### config.mk
export PLATFORM = sky130hd
export DESIGN_NAME = lsu_mem_ctrl
export DESIGN_NICKNAME = d
export VERILOG_FILES = /design/src/rtl/lsu_mem_ctrl.sv
export SDC_FILE = /design/constraint.sdc
export NUM_CORES = 1
export LEC_CHECK = 0
export CORE_MARGIN = 2
export CORE_UTILIZATION = 30
export DETAILED_ROUTE_END_ITERATION = 6
export DONT_BUFFER_PORTS = 1
export GPL_ROUTABILITY_DRIVEN = 0
export GPL_TIMING_DRIVEN = 0
export PLACE_DENSITY = 0.56
export SETUP_SLACK_MARGIN = 0.05
export SYNTH_ARGS = -nofsm -noshare
export SYNTH_HDL_FRONTEND = slang
export SYNTH_SLANG_ARGS = --single-unit
### constraint.sdc
create_clock -name clk_i -period 1.9 [get_ports clk_i]
set_input_delay 0.19 -clock clk_i [delete_from_list [all_inputs] [get_ports clk_i]]
set_output_delay 0.19 -clock clk_i [all_outputs]
set_load 0.005 [all_outputs]
### src/rtl/lsu_mem_ctrl.sv
// MEM-stage load/store sequencer: issues one data-cache request per access,
// stalls the pipeline until the response, and returns extended load data.
module lsu_mem_ctrl #(
   parameter int unsigned TIMEOUT_CYC = 64
) (
   input  logic        clk_i,
   input  logic        rst_ni,
   input  logic        is_ls_i,
   input  logic        mem_rw_i,
   input  logic [2:0]  funct3_i,
   input  logic [31:0] addr_i,
   input  logic [31:0] wdata_i,
   output logic        stall_o,
   output logic        misalign_o,
   output logic        bus_err_o,
   output logic [31:0] rdata_o,
   output logic        mem_valid_o,
   input  logic        mem_ready_i,
   output logic        mem_we_o,
   output logic [31:0] mem_addr_o,
   output logic [31:0] mem_wdata_o,
   output logic [3:0]  mem_wstrb_o,
   input  logic        mem_rvalid_i,
   input  logic [31:0] mem_rdata_i
);

   localparam int unsigned CNT_W = ($clog2(TIMEOUT_CYC + 1) > 8) ? $clog2(TIMEOUT_CYC + 1) : 8;

   typedef enum logic [1:0] {
      S_IDLE,
      S_REQ,
      S_WAIT,
      S_DONE
   } state_e;

   state_e             state_q;
   logic [CNT_W-1:0]   cnt_q;
   logic               rw_q;
   logic [2:0]         funct3_q;
   logic [1:0]         off_q;
   logic [31:0]        mem_addr_q;
   logic [31:0]        mem_wdata_q;
   logic [3:0]         mem_wstrb_q;
   logic               mem_valid_q;
   logic [31:0]        rdata_q;
   logic               bus_err_q;

   logic               misal_c;
   logic               start_c;
   logic               last_c;
   logic [3:0]         wstrb_d;
   logic [31:0]        wdata_d;
   logic [31:0]        ldata_d;
   logic [7:0]         byte_sel;
   logic [15:0]        half_sel;

   // Size decode on funct3[1:0]: 00 byte, 01 half, anything else a word.
   always_comb begin
      misal_c = 1'b0;
      wstrb_d = 4'b1111;
      wdata_d = wdata_i;
      case (funct3_i[1:0])
         2'b00: begin
            wstrb_d = 4'b0001 << addr_i[1:0];
            wdata_d = {4{wdata_i[7:0]}};
         end
         2'b01: begin
            misal_c = addr_i[0];
            wstrb_d = addr_i[1] ? 4'b1100 : 4'b0011;
            wdata_d = {2{wdata_i[15:0]}};
         end
         default: begin
            misal_c = (addr_i[1:0] != 2'b00);
         end
      endcase
      if (!mem_rw_i) begin
         wstrb_d = 4'b0000;
      end
   end

   // Lane select and extension of the returned word using the latched offset.
   always_comb begin
      byte_sel = mem_rdata_i[{off_q, 3'b000} +: 8];
      half_sel = off_q[1] ? mem_rdata_i[31:16] : mem_rdata_i[15:0];
      case (funct3_q)
         3'b000:  ldata_d = {{24{byte_sel[7]}}, byte_sel};
         3'b001:  ldata_d = {{16{half_sel[15]}}, half_sel};
         3'b100:  ldata_d = {24'b0, byte_sel};
         3'b101:  ldata_d = {16'b0, half_sel};
         default: ldata_d = mem_rdata_i;
      endcase
      if (rw_q) begin
         ldata_d = 32'b0;
      end
   end

   assign start_c = (state_q == S_IDLE) && is_ls_i && !misal_c;
   assign last_c  = (cnt_q == CNT_W'(TIMEOUT_CYC - 1));

   always_ff @(posedge clk_i or negedge rst_ni) begin
      if (!rst_ni) begin
         state_q     <= S_IDLE;
         cnt_q       <= '0;
         rw_q        <= 1'b0;
         funct3_q    <= 3'b000;
         off_q       <= 2'b00;
         mem_addr_q  <= 32'b0;
         mem_wdata_q <= 32'b0;
         mem_wstrb_q <= 4'b0000;
         mem_valid_q <= 1'b0;
         rdata_q     <= 32'b0;
         bus_err_q   <= 1'b0;
      end else begin
         bus_err_q <= 1'b0;
         case (state_q)
            S_IDLE: begin
               if (start_c) begin
                  rw_q        <= mem_rw_i;
                  funct3_q    <= funct3_i;
                  off_q       <= addr_i[1:0];
                  mem_addr_q  <= {addr_i[31:2], 2'b00};
                  mem_wdata_q <= wdata_d;
                  mem_wstrb_q <= wstrb_d;
                  mem_valid_q <= 1'b1;
                  cnt_q       <= '0;
                  state_q     <= S_REQ;
               end
            end
            S_REQ: begin
               cnt_q <= cnt_q + CNT_W'(1);
               if (last_c) begin
                  mem_valid_q <= 1'b0;
                  bus_err_q   <= 1'b1;
                  rdata_q     <= 32'b0;
                  state_q     <= S_DONE;
               end else if (mem_ready_i) begin
                  mem_valid_q <= 1'b0;
                  state_q     <= S_WAIT;
               end
            end
            S_WAIT: begin
               cnt_q <= cnt_q + CNT_W'(1);
               // A response arriving on the final allowed cycle still wins.
               if (mem_rvalid_i) begin
                  rdata_q <= ldata_d;
                  state_q <= S_DONE;
               end else if (last_c) begin
                  bus_err_q <= 1'b1;
                  rdata_q   <= 32'b0;
                  state_q   <= S_DONE;
               end
            end
            S_DONE: begin
               state_q <= S_IDLE;
            end
            default: begin
               state_q <= S_IDLE;
            end
         endcase
      end
   end

   assign stall_o     = start_c || (state_q == S_REQ) || (state_q == S_WAIT);
   assign misalign_o  = (state_q == S_IDLE) && is_ls_i && misal_c;
   assign bus_err_o   = bus_err_q;
   assign rdata_o     = rdata_q;
   assign mem_valid_o = mem_valid_q;
   assign mem_we_o    = rw_q;
   assign mem_addr_o  = mem_addr_q;
   assign mem_wdata_o = mem_wdata_q;
   assign mem_wstrb_o = mem_wstrb_q;

endmodule
* Yosys cells after proc, flatten, opt, wreduce, memory -nomap -nowiden
Index checks and enable logic that the tools add are counted.
W data, S select, Z words.
** Word-level totals
- Output and inout port bits :: 105
- Register bits :: 116
** Cells by class
- Shift-type cells :: 2
- Multiplexer cells :: 26
- Reduce and logical (&&, ||, !) cells :: 18
- Eq/ne operators :: 11
- $add $sub $neg :: 1
** Operator list (count)
- $pmux W32 S2 :: 2
- $pmux W32 S4 :: 1
- $mux W32 :: 3
- $shiftx A32 B6 Y8 :: 1
- $mux W16 :: 1
- $pmux W8 S2 :: 1
- $mux W2 :: 5
- $add A8 B1 Y8 const B :: 1
- $eq A8 B6 Y1 const B :: 1
- $mux W4 :: 2
- $mux W8 :: 1
- $pmux W2 S4 :: 1
- $pmux W4 S2 :: 1
- $reduce_bool A2 Y1 :: 4
- $eq A3 B3 Y1 const B :: 2
- $ne A3 B3 Y1 const B :: 2
- $pmux W1 S2 :: 3
- $reduce_and A3 Y1 :: 2
- $mux W1 :: 5
- $eq A2 B1 Y1 const B :: 2
- $eq A2 B2 Y1 const B :: 2
- $logic_not A2 Y1 :: 2
- $reduce_and A2 Y1 :: 2
- $shl A1 B2 Y4 const A :: 1
- 7 further kinds :: 10

* Longest topological paths before layout
Gate-level depths: netlist of the first run.
- Depth in word-level cells :: 6
- Gate-level depth with buffers :: 8
- Depth with buffers taken out :: 6

* Worst setup path before layout of the first run
Ideal clock, no wire load.
- Path kind :: register -> register
- From :: reg state_q[0]
- To :: reg rdata_q[16] (netlist: rdata_o[16])
- Arrival time :: 1.764 ns
- Stages on the path, launching flop included :: 8
- Path slack :: 0.010 ns
- Cells stage by stage :: dfrtp_1 inv_1 ha_1 and3b_1 and2_1 clkbuf_2 clkbuf_1 a221o_1
** Between the ends
- Cells in the longest elaborated chain, start to end :: 2
- Elaborated cells on any way between the ends :: 4
- Classes of those cells :: 2 x eq/ne; 1 x mux; 1 x reduce/logical
** Ends and longest elaborated chain
- start, declared :: RTL line 36 : state_e state_q;
- start signal, assigned :: RTL line 102 : state_q <= S_IDLE;
- start signal, assigned :: RTL line 126 : state_q <= S_REQ;
- start signal, assigned :: RTL line 135 : state_q <= S_DONE;
- $eq A2 B2 Y1 or $eq A2 B1 Y1 (tied branches) :: RTL line 115 : case (state_q)
- $pmux W32 S2 or $reduce_bool A2 Y1 (tied branches)
- end signal, assigned :: RTL line 145 : rdata_q <= ldata_d;
- end, declared :: RTL line 45 : logic [31:0] rdata_q;
Several ways; a longest one is shown, not always the timed one.
A chain may end at the register's enable or synchronous reset.

* Worst setup path in the final report of the first run
- From :: reg cnt_q[1]
- To :: reg rdata_q[17] (netlist: rdata_o[17])
** Between the ends
- Cells in the longest elaborated chain, start to end :: 4
** Ends and longest elaborated chain
- start, declared :: RTL line 37 : logic [CNT_W-1:0] cnt_q;
- start signal, assigned :: RTL line 130 : cnt_q <= cnt_q + CNT_W'(1);
- start signal, assigned :: RTL line 142 : cnt_q <= cnt_q + CNT_W'(1);
- $eq A8 B6 Y1 * :: RTL line 98 : assign last_c = (cnt_q == CNT_W'(TIMEOUT_CYC - 1));
- $mux W32 *
- $mux W32
- $pmux W32 S2 *
Mark *: on every way between the ends. The rest lies on a longest branch, timed or not.

==> impl_results.md, run 1 <==
* Synth Register Bits at between 100 and 150
* EDFF count, synth at 0
* Synth area leaders: dfrtp_1 53%, mux2_1 9.2%, mux2i_1 5.8%, a221o_1 3.1%, nand2_1 2.8%
* Min cycle time layout at 1.83 ns
* Net Sw Frac at 34.8%
* Setup ws final at 0.0712 ns
* Slew Viols, Final at 0
* Leakage at 3.30 nW
* WP data required at 2.19 ns
* Top FF cell, synth: dfrtp_1
* Final period utilization at 96.3%
* RSZ-0062 raised after global routing: yes
* Post-synthesis mux area share at 15.9%
* Hold WS at -0.527 ns
* Vias per cell at 5.33
* Reg-to-reg slack, setup at 0.07 ns
* NetSw at 4.06 mW
* Antenna Cells at 0
* Final Cell Area at 7580 sq um
* Final net count at 716
* Post-Synth Adder-Cell Area at between 1 and 1.5%
* First-pass GRT wire length at 26.8 mm
* Crit Path Category: reg -> reg
* Drt total wl at 17.3 mm
* Placed instance area at 5830 sq um
* Root buf cell: clkbuf_16
* Rel. slew slack at 62.4%
* GRT Total Usage at 17.6%
* Share of layout cells above drive strength 1 at 16.2%
* Worst-path fanout max at 8
* Residual DRC at 0
* Overall Power at approximately 12 mW
* Clock-pin slew on the worst setup and hold paths at 0.06 ns
* Remaining antenna violation count at 0
* FP Rows at 49
* Worst-Margin Slew at 0.563 ns
* Largest family of logic cells by synthesized area: compound AO/OA/AOI/OAI gates
* Post-Synth XOR/XNOR Area at 0.159%
* Number of H-tree levels at 4
* Peak supply drop at 0.000693 V
* Hold Path Class: in -> async
* Core Area at approximately 18,000 sq um
* Post-Place Worst Slack at -0.314 ns
* RR Endpoint: rdata_o[17]
* Clk_lat worst skew at 0.41 ns
* DR vias at roughly 4,500
* Worst setup EP type: flip-flop
* Post-synthesis sequential area ratio at 52.5%
* Reg2Reg Depth at 8
* Yosys warnings at 0
* Post-synthesis simple-gate area fraction at between 10% and 20%
* MaxCap Viol Count at 0
* Longest Clk Path Bufs at 2
* Initial antenna violation count at 0
* Clock power frac at 28.0%
* Compound-gate portion of the synthesized area at 16.6%
* DR WL/cell at slightly above 20 um
* Vias in the first global route at 4,767
* CTS tree: yes
* Largest net degree at the start of global routing at 117
* PwrDens at 1540 nW/um^2
* Die height at about 140 um
* Fmax at 0.547 GHz
* Initial DRC Count at around 170
* Post-synth ARST share at 100%
* Arr. time, crit path at 2.12 ns
* Initial core utilization at a little under a third
* Input/output buffers at 0
* Post-Synthesis Cells at 486
* Cts bufs inserted at 17
* Placed Cells incl. Taps at 716
* I/O pin cnt at 210
* Endpoints failing hold at 116
* Part of the power in registers at between 40 and 50%
* # setup viols final at 0
* Comb pwr share at between 30% and 40%
* Worst flop-to-flop path startpoint: cnt_q[1]
* Syn avg cell area at 11.4 sq um
* Die extent in x at 140 um
* Finished Core Util at between 40% and 50%
* Clk sink count at approximately 120
* TNS Setup at 0 ns
* CP Launch Type: flip-flop
* Unique masters post-synth at 57
* Die area at 19,500 sq um
* First-pass iteration count of the detailed router at 4
* CTS Hold Bufs at 81
* Post-DP HPWL at 11.8 mm
* Post-synth top area share at between 50% and 60%
* Total gr overflow at 0
* Area Growth Syn to Fin at 37.3%
* Int Power at between 7 and 8 mW
* Outcome: finished with violations
* Synthesized cell area at between 5000 and 6000 sq um
* Failing checks: negative hold slack
* Final Skew at 0.00905 ns
* Area leader, netlist: dfrtp_1
* Post-route insts no fill at 848
## layer usage
layer,routed length [um],up-vias,track usage (%)
li1,-,2038,-
met1,6600,2221,20.0
met2,8480,238,29.9
met3,1850,27,7.43
met4,409,0,5.58
met5,0,-,0
## worst max path at each step
stage	from	slack, ns	to
after floorplan	state_q[0]	0.06	rdata_o[16]
after global placement	state_q[0]	-0.32	rdata_o[9]
after detailed placement	state_q[0]	-0.31	rdata_o[10]
after CTS	state_q[1]	0.002	stall_o
after global routing	state_q[1]	0.02	stall_o
final	cnt_q[1]	0.07	rdata_o[17]
## state kept, by name (all words and copies together) (netlist names), 2 cells and up
register	count
mem_wstrb_o	4
mem_wdata_o	32
funct3_q	3
off_q	2
state_q	2
rdata_o	32
mem_addr_o	30
cnt_q	8
## Yosys cell counts, types with 3 or more instances
cell       number
and2_1          5
or3_1           7
nand2b_1        5
a22o_1         11
o22ai_1         7
dfrtp_1       116
clkbuf_1       15
inv_1           5
mux2_1         45
o21ai_0        28
a32o_1          3
a221o_1        17
nor2b_1        12
nand2_1        41
nand3_1         6
a21oi_1        30
nor2_1         16
mux2i_1        32
buf_2          12
o2bb2ai_1       6
o21ai_1        15
ha_1            5
a211oi_1        3
buf_4           3
## layout make-up
class,instances,area (sq um)
plain buffers,32,239
clock buffers,17,425
clock inverters,15,181
fillers,1720,10400
inverters,5,18.8
multi-input cells,334,2530
flip-flops and latches,116,2900
well taps,229,287
repair buffers,100,1000
## power by group through the flow
stage               Combinational (mW)  Sequential, mW  Clock (mW)
global route                      4.09            4.85        3.47
floorplan                         2.45            4.35           0
finish                            3.69            4.70        3.27
global placement                  2.91            4.70           0
CTS                               3.37            4.70        3.34
detailed placement                3.03            4.73           0
## cells by family (layout without fill, tap and decap cells)
logic type,count (synthesis),count (layout)
xor gates and xnor gates,1,1
and+or+nand+nor,110,110
AOI/OAI and AO/OA,135,136
muxes,80,80
DFF,116,116
other,1,2
adders and majority gates,5,5
buffers and inverters,38,169
## worst max-delay path, cell delays in order (launching register included)
cell and delay [ns]:
dfrtp_1 0.37, ha_2 0.21, and3_4 0.19, buf_6 0.11
and2_4 0.15, o21ai_4 0.06, buf_12 0.15, buf_8 0.12
a221o_1 0.34
## layout by cell type, fill, tap and decap left out, types with 10 or more instances in the layout
master	synthesis	routed
a21oi_1	30	29
o21ai_1	15	15
a221o_1	17	17
buf_4	3	21
dfrtp_1	116	116
clkbuf_16	0	18
clkbuf_1	15	10
nand2_1	41	40
mux2_1	45	45
a22o_1	11	11
dlygate4sd3_1	0	81
nor2_1	16	16
mux2i_1	32	32
o21ai_0	28	27
nor2b_1	12	12
## timing repair
action | in CTS | in global routing
setup endpoints to repair | 105 | 92
gates resized for setup | 24 | 33
setup buffers | 9 | 7
pin swaps | 2 | 13
cloned | 0 | 4
hold endpoints to repair | 201 | 116
Power figures use the tool's default switching activity.
==> run 2, diff against run 1 <==
--- a/config.mk
+++ b/config.mk
@@ -5,13 +5,14 @@
 export SDC_FILE = /design/constraint.sdc
 export NUM_CORES = 1
 export LEC_CHECK = 0
+export ABC_AREA = 1
 export CORE_MARGIN = 2
 export CORE_UTILIZATION = 30
 export DETAILED_ROUTE_END_ITERATION = 6
 export DONT_BUFFER_PORTS = 1
 export GPL_ROUTABILITY_DRIVEN = 0
 export GPL_TIMING_DRIVEN = 0
-export PLACE_DENSITY = 0.56
+export PLACE_DENSITY = 0.55
 export SETUP_SLACK_MARGIN = 0.05
 export SYNTH_ARGS = -nofsm -noshare
 export SYNTH_HDL_FRONTEND = slang
==> constraint.sdc (replaced) <==
create_clock -name clk_i -period 2.3 [get_ports clk_i]
set_input_delay 0.23 -clock clk_i [delete_from_list [all_inputs] [get_ports clk_i]]
set_output_delay 0.23 -clock clk_i [all_outputs]
set_load 0.005 [all_outputs]
==> run 2 against run 1 <==
The run still ends with negative hold slack left. Final cell count rose by 27%. Final area is 5.2% lower. Critical path depth rose by 1. Global-route usage increased by 0.70 points. Die area grew 4.4%. Routed wire length rose by 5.1%. First-iteration DRC count up 62%. Worst hold slack gained 0.045 ns. Area after synthesis increased by 4.5%.
==> impl_results.md, run 2 <==
* Comb pwr share at 30.1%
* Final Skew at 0.00965 ns
* Fillcell total at 1,902
* Register Area at 2900 sq um
* Vias in the first global route at 5,171
* Post-DP HPWL at 13.0 mm
* Top FF cell, synth: dfrtp_1
* Hold Path Class: in -> async
* Slew Viols, Final at 0
* CP Buf/Inv Count at 3
* Arr. time, crit path at 2.35 ns
* Drt total wl at 18.2 mm
* Worst setup EP type: flip-flop
* Synthesized cell area at 5780 sq um
* CP max stage delay at 0.39 ns
* Final net count at 939
* Longest Clk Path Bufs at 2
* Worst-path fanout max at 10
* FP Rows at 50
* Clock-pin slew on the worst setup and hold paths at 0.06 ns
* Post-synth top area share at 50.3%
* MaxCap Viol Count at 0
* Crit Path Category: reg -> reg
* Leakage at ~3.7 nW
* Synth cell count leaders: 309 x nand2_1, 116 x dfrtp_1, 77 x nand3_1
* Int Power at between 5 and 6 mW
* Area leader, netlist: dfrtp_1
* Area Growth Syn to Fin at 24.4%
* Vias per cell at 4.83
* PwrDens at around 1300 nW/um^2
* Final Cell Area at 7190 sq um
* Footprint of the multi-input gates at 2400 sq um
* CP top delay family: simple AND/OR/NAND/NOR gates
* Failing checks: negative hold slack
* DR WL/cell at 17.0 um
* Placed instance area at between 6000 and 7000 sq um
* Part of the power in registers at 40.8%
* Core Area at 18,800 sq um
* Syn avg cell area at 7.63 sq um
* Fmax at 0.498 GHz
* Net Sw Frac at between 30% and 40%
* Residual DRC at 0
* Most numerous cell in the Yosys netlist: nand2_1
* DR vias at 5,191
* CP Launch Type: flip-flop
* Die area at 20,400 sq um
* Initial DRC Count at 281
* WP data required at about 2.7 ns
* Remaining antenna violation count at 0
* Post-Synthesis Cells at about 760
* Placed Cells incl. Taps at 992
* NetSw at 3.54 mW
* TNS Setup at 0 ns
* Yosys warnings at 0
* RSZ-0062 raised after global routing: no
* Root buf cell: clkbuf_16
* Endpoints failing hold at 116
* Unique masters post-synth at 28
* GRT Total Usage at between 10% and 20%
* Cells along the critical path: inv_1 > ha_1 > nand3_2 > nor2_4 > inv_2 > buf_2 > a21oi_1 > nand2_1 > nand2_1
* Number of H-tree levels at 4
* Post-synth ARST share at 100%
* Reg-to-reg slack, setup at 0.29 ns
* Rel. slew slack at 62.3%
* Most common cell after layout, fill and taps aside: nand2_1
* Crit-path slowest cell: dfrtp_1
* Min cycle time layout at approximately 2 ns
* Outcome: finished with violations
* Peak supply drop at 0.000577 V
* Antenna Cells at 0
* Finished Core Util at between 30% and 40%
* First-pass iteration count of the detailed router at 4
* Final period utilization at between 80% and 90%
* Overall Power at just over 9 mW
* Synth Register Bits at 116
* Input/output buffers at 0
* CTS tree: yes
* Cts repair resizes at 0
* Most frequent cells in the layout: 309 x nand2_1, 116 x dfrtp_1, 77 x nand3_1, 53 x inv_1, 53 x dlygate4sd3_1
* CTS Hold Bufs at 53
* EDFF count, synth at 0
* Hold WS at -0.481 ns
* Worst-Margin Slew at 0.563 ns
* Post-route insts no fill at 1,075
* Initial antenna violation count at 0
* Cts bufs inserted at 17
* Post-synthesis sequential area ratio at about 50%
* I/O pin cnt at between 200 and 250
* Die height at 143 um
* Total gr overflow at 0
* Clock power frac at between 20% and 30%
* Largest net degree at the start of global routing at 117
* Share of layout cells above drive strength 1 at 8.92%
* Initial core utilization at 30.8%
* CP most frequent cell: nand2_1
* # setup viols final at 0
* Clk_lat worst skew at just over 0.4 ns
* Synth area leaders: dfrtp_1 50%, nand2_1 20%, nand3_1 6.7%, inv_1 3.4%, o21ai_0 3.4%
* Die extent in x at 143 um
* Clk sink count at ~120
* First-pass GRT wire length at 28.6 mm
-- run 2: changes by cell type in the layout (fill, tap and decap cells not counted), moves of 13 or more --
cell	change
nor2_1	+19
nand2_1	+269
dlygate4sd3_1	-28
a221o_1	-17
mux2i_1	-32
buf_2	+13
inv_1	+50
mux2_1	-45
nand3_1	+72
buf_4	-18
-- run 2: cells by family (layout without fill, tap and decap cells) --
kind of cell,after synthesis,count (layout),share of synthesized area [%]
AND/OR/NAND/NOR,441,441,31.8
buffers and inverters,100,183,8.25
adder cells (fa/ha/maj),5,5,1.08
flip-flops,116,116,50.3
other,1,2,0.0649
AO/OA/AOI/OAI,94,94,8.56
-- run 2: what timing repair did --
action,4_1_cts,5_1_grt
endpoints found under the hold margin,169,116
buffers inserted,0,0
setup endpoints to repair,1,0
-- run 2: power by group through the flow --
stage               sequential, mW  clock, mW  combinational (mW)
global placement              3.77          0                2.62
floorplan                     3.48          0                2.14
CTS                           3.75       2.73                2.76
global route                  3.86       2.83                3.18
finish                        3.73       2.66                2.76
detailed placement            3.76          0                2.69
-- run 2: final timing paths --
path | startpoint | to | cells after the start
max in group asynchronous | rst_ni | mem_wdata_o[29] | 0
min | rst_ni | cnt_q[2] | 0
max reg2reg | state_q[0] | rdata_o[13] | 9
min in group clk_i | wdata_i[10] | mem_wdata_o[10] | 2
min reg2reg | mem_addr_o[20] | mem_addr_o[20] | 2
max | state_q[0] | rdata_o[13] | 9
-- run 2: final cells by class --
cell class | instances | area share, %
clock inverters | 13 | 2.09
repair buffers | 53 | 7.38
plain buffers | 41 | 3.53
multi-input cells | 542 | 33.4
inverters | 58 | 3.03
clock buffers | 18 | 6.11
flip-flops and latches | 116 | 40.4
well taps | 234 | 4.07
-- run 2: per-layer routing --
metal	up-vias	part of all wire, %	global-route usage, %
met5	-	0	0
met4	0	0.96	4.74
met3	15	11	7.38
met2	224	45	28.3
met1	2404	43	23.8
li1	2548	-	-
-- run 2: per-stage QoR --
step	setup WS [ns]	hold slack [ns]
2_1_floorplan	0.745	-0.0656
3_3_place_gp	0.350	-0.0599
3_5_place_dp	0.320	-0.0585
4_1_cts	0.276	-0.508
5_1_grt	0.143	-0.512
6_report	0.293	-0.481
-- run 2: worst reg2reg max path: cells and delay by family, from the launching register on --
kind | cells | cell delay (ns)
adders and majority gates | 1 | 0.31
DFF | 1 | 0.39
buffers and inverters | 3 | 0.42
AOI/OAI and AO/OA | 1 | 0.13
and+or+nand+nor | 4 | 0.70
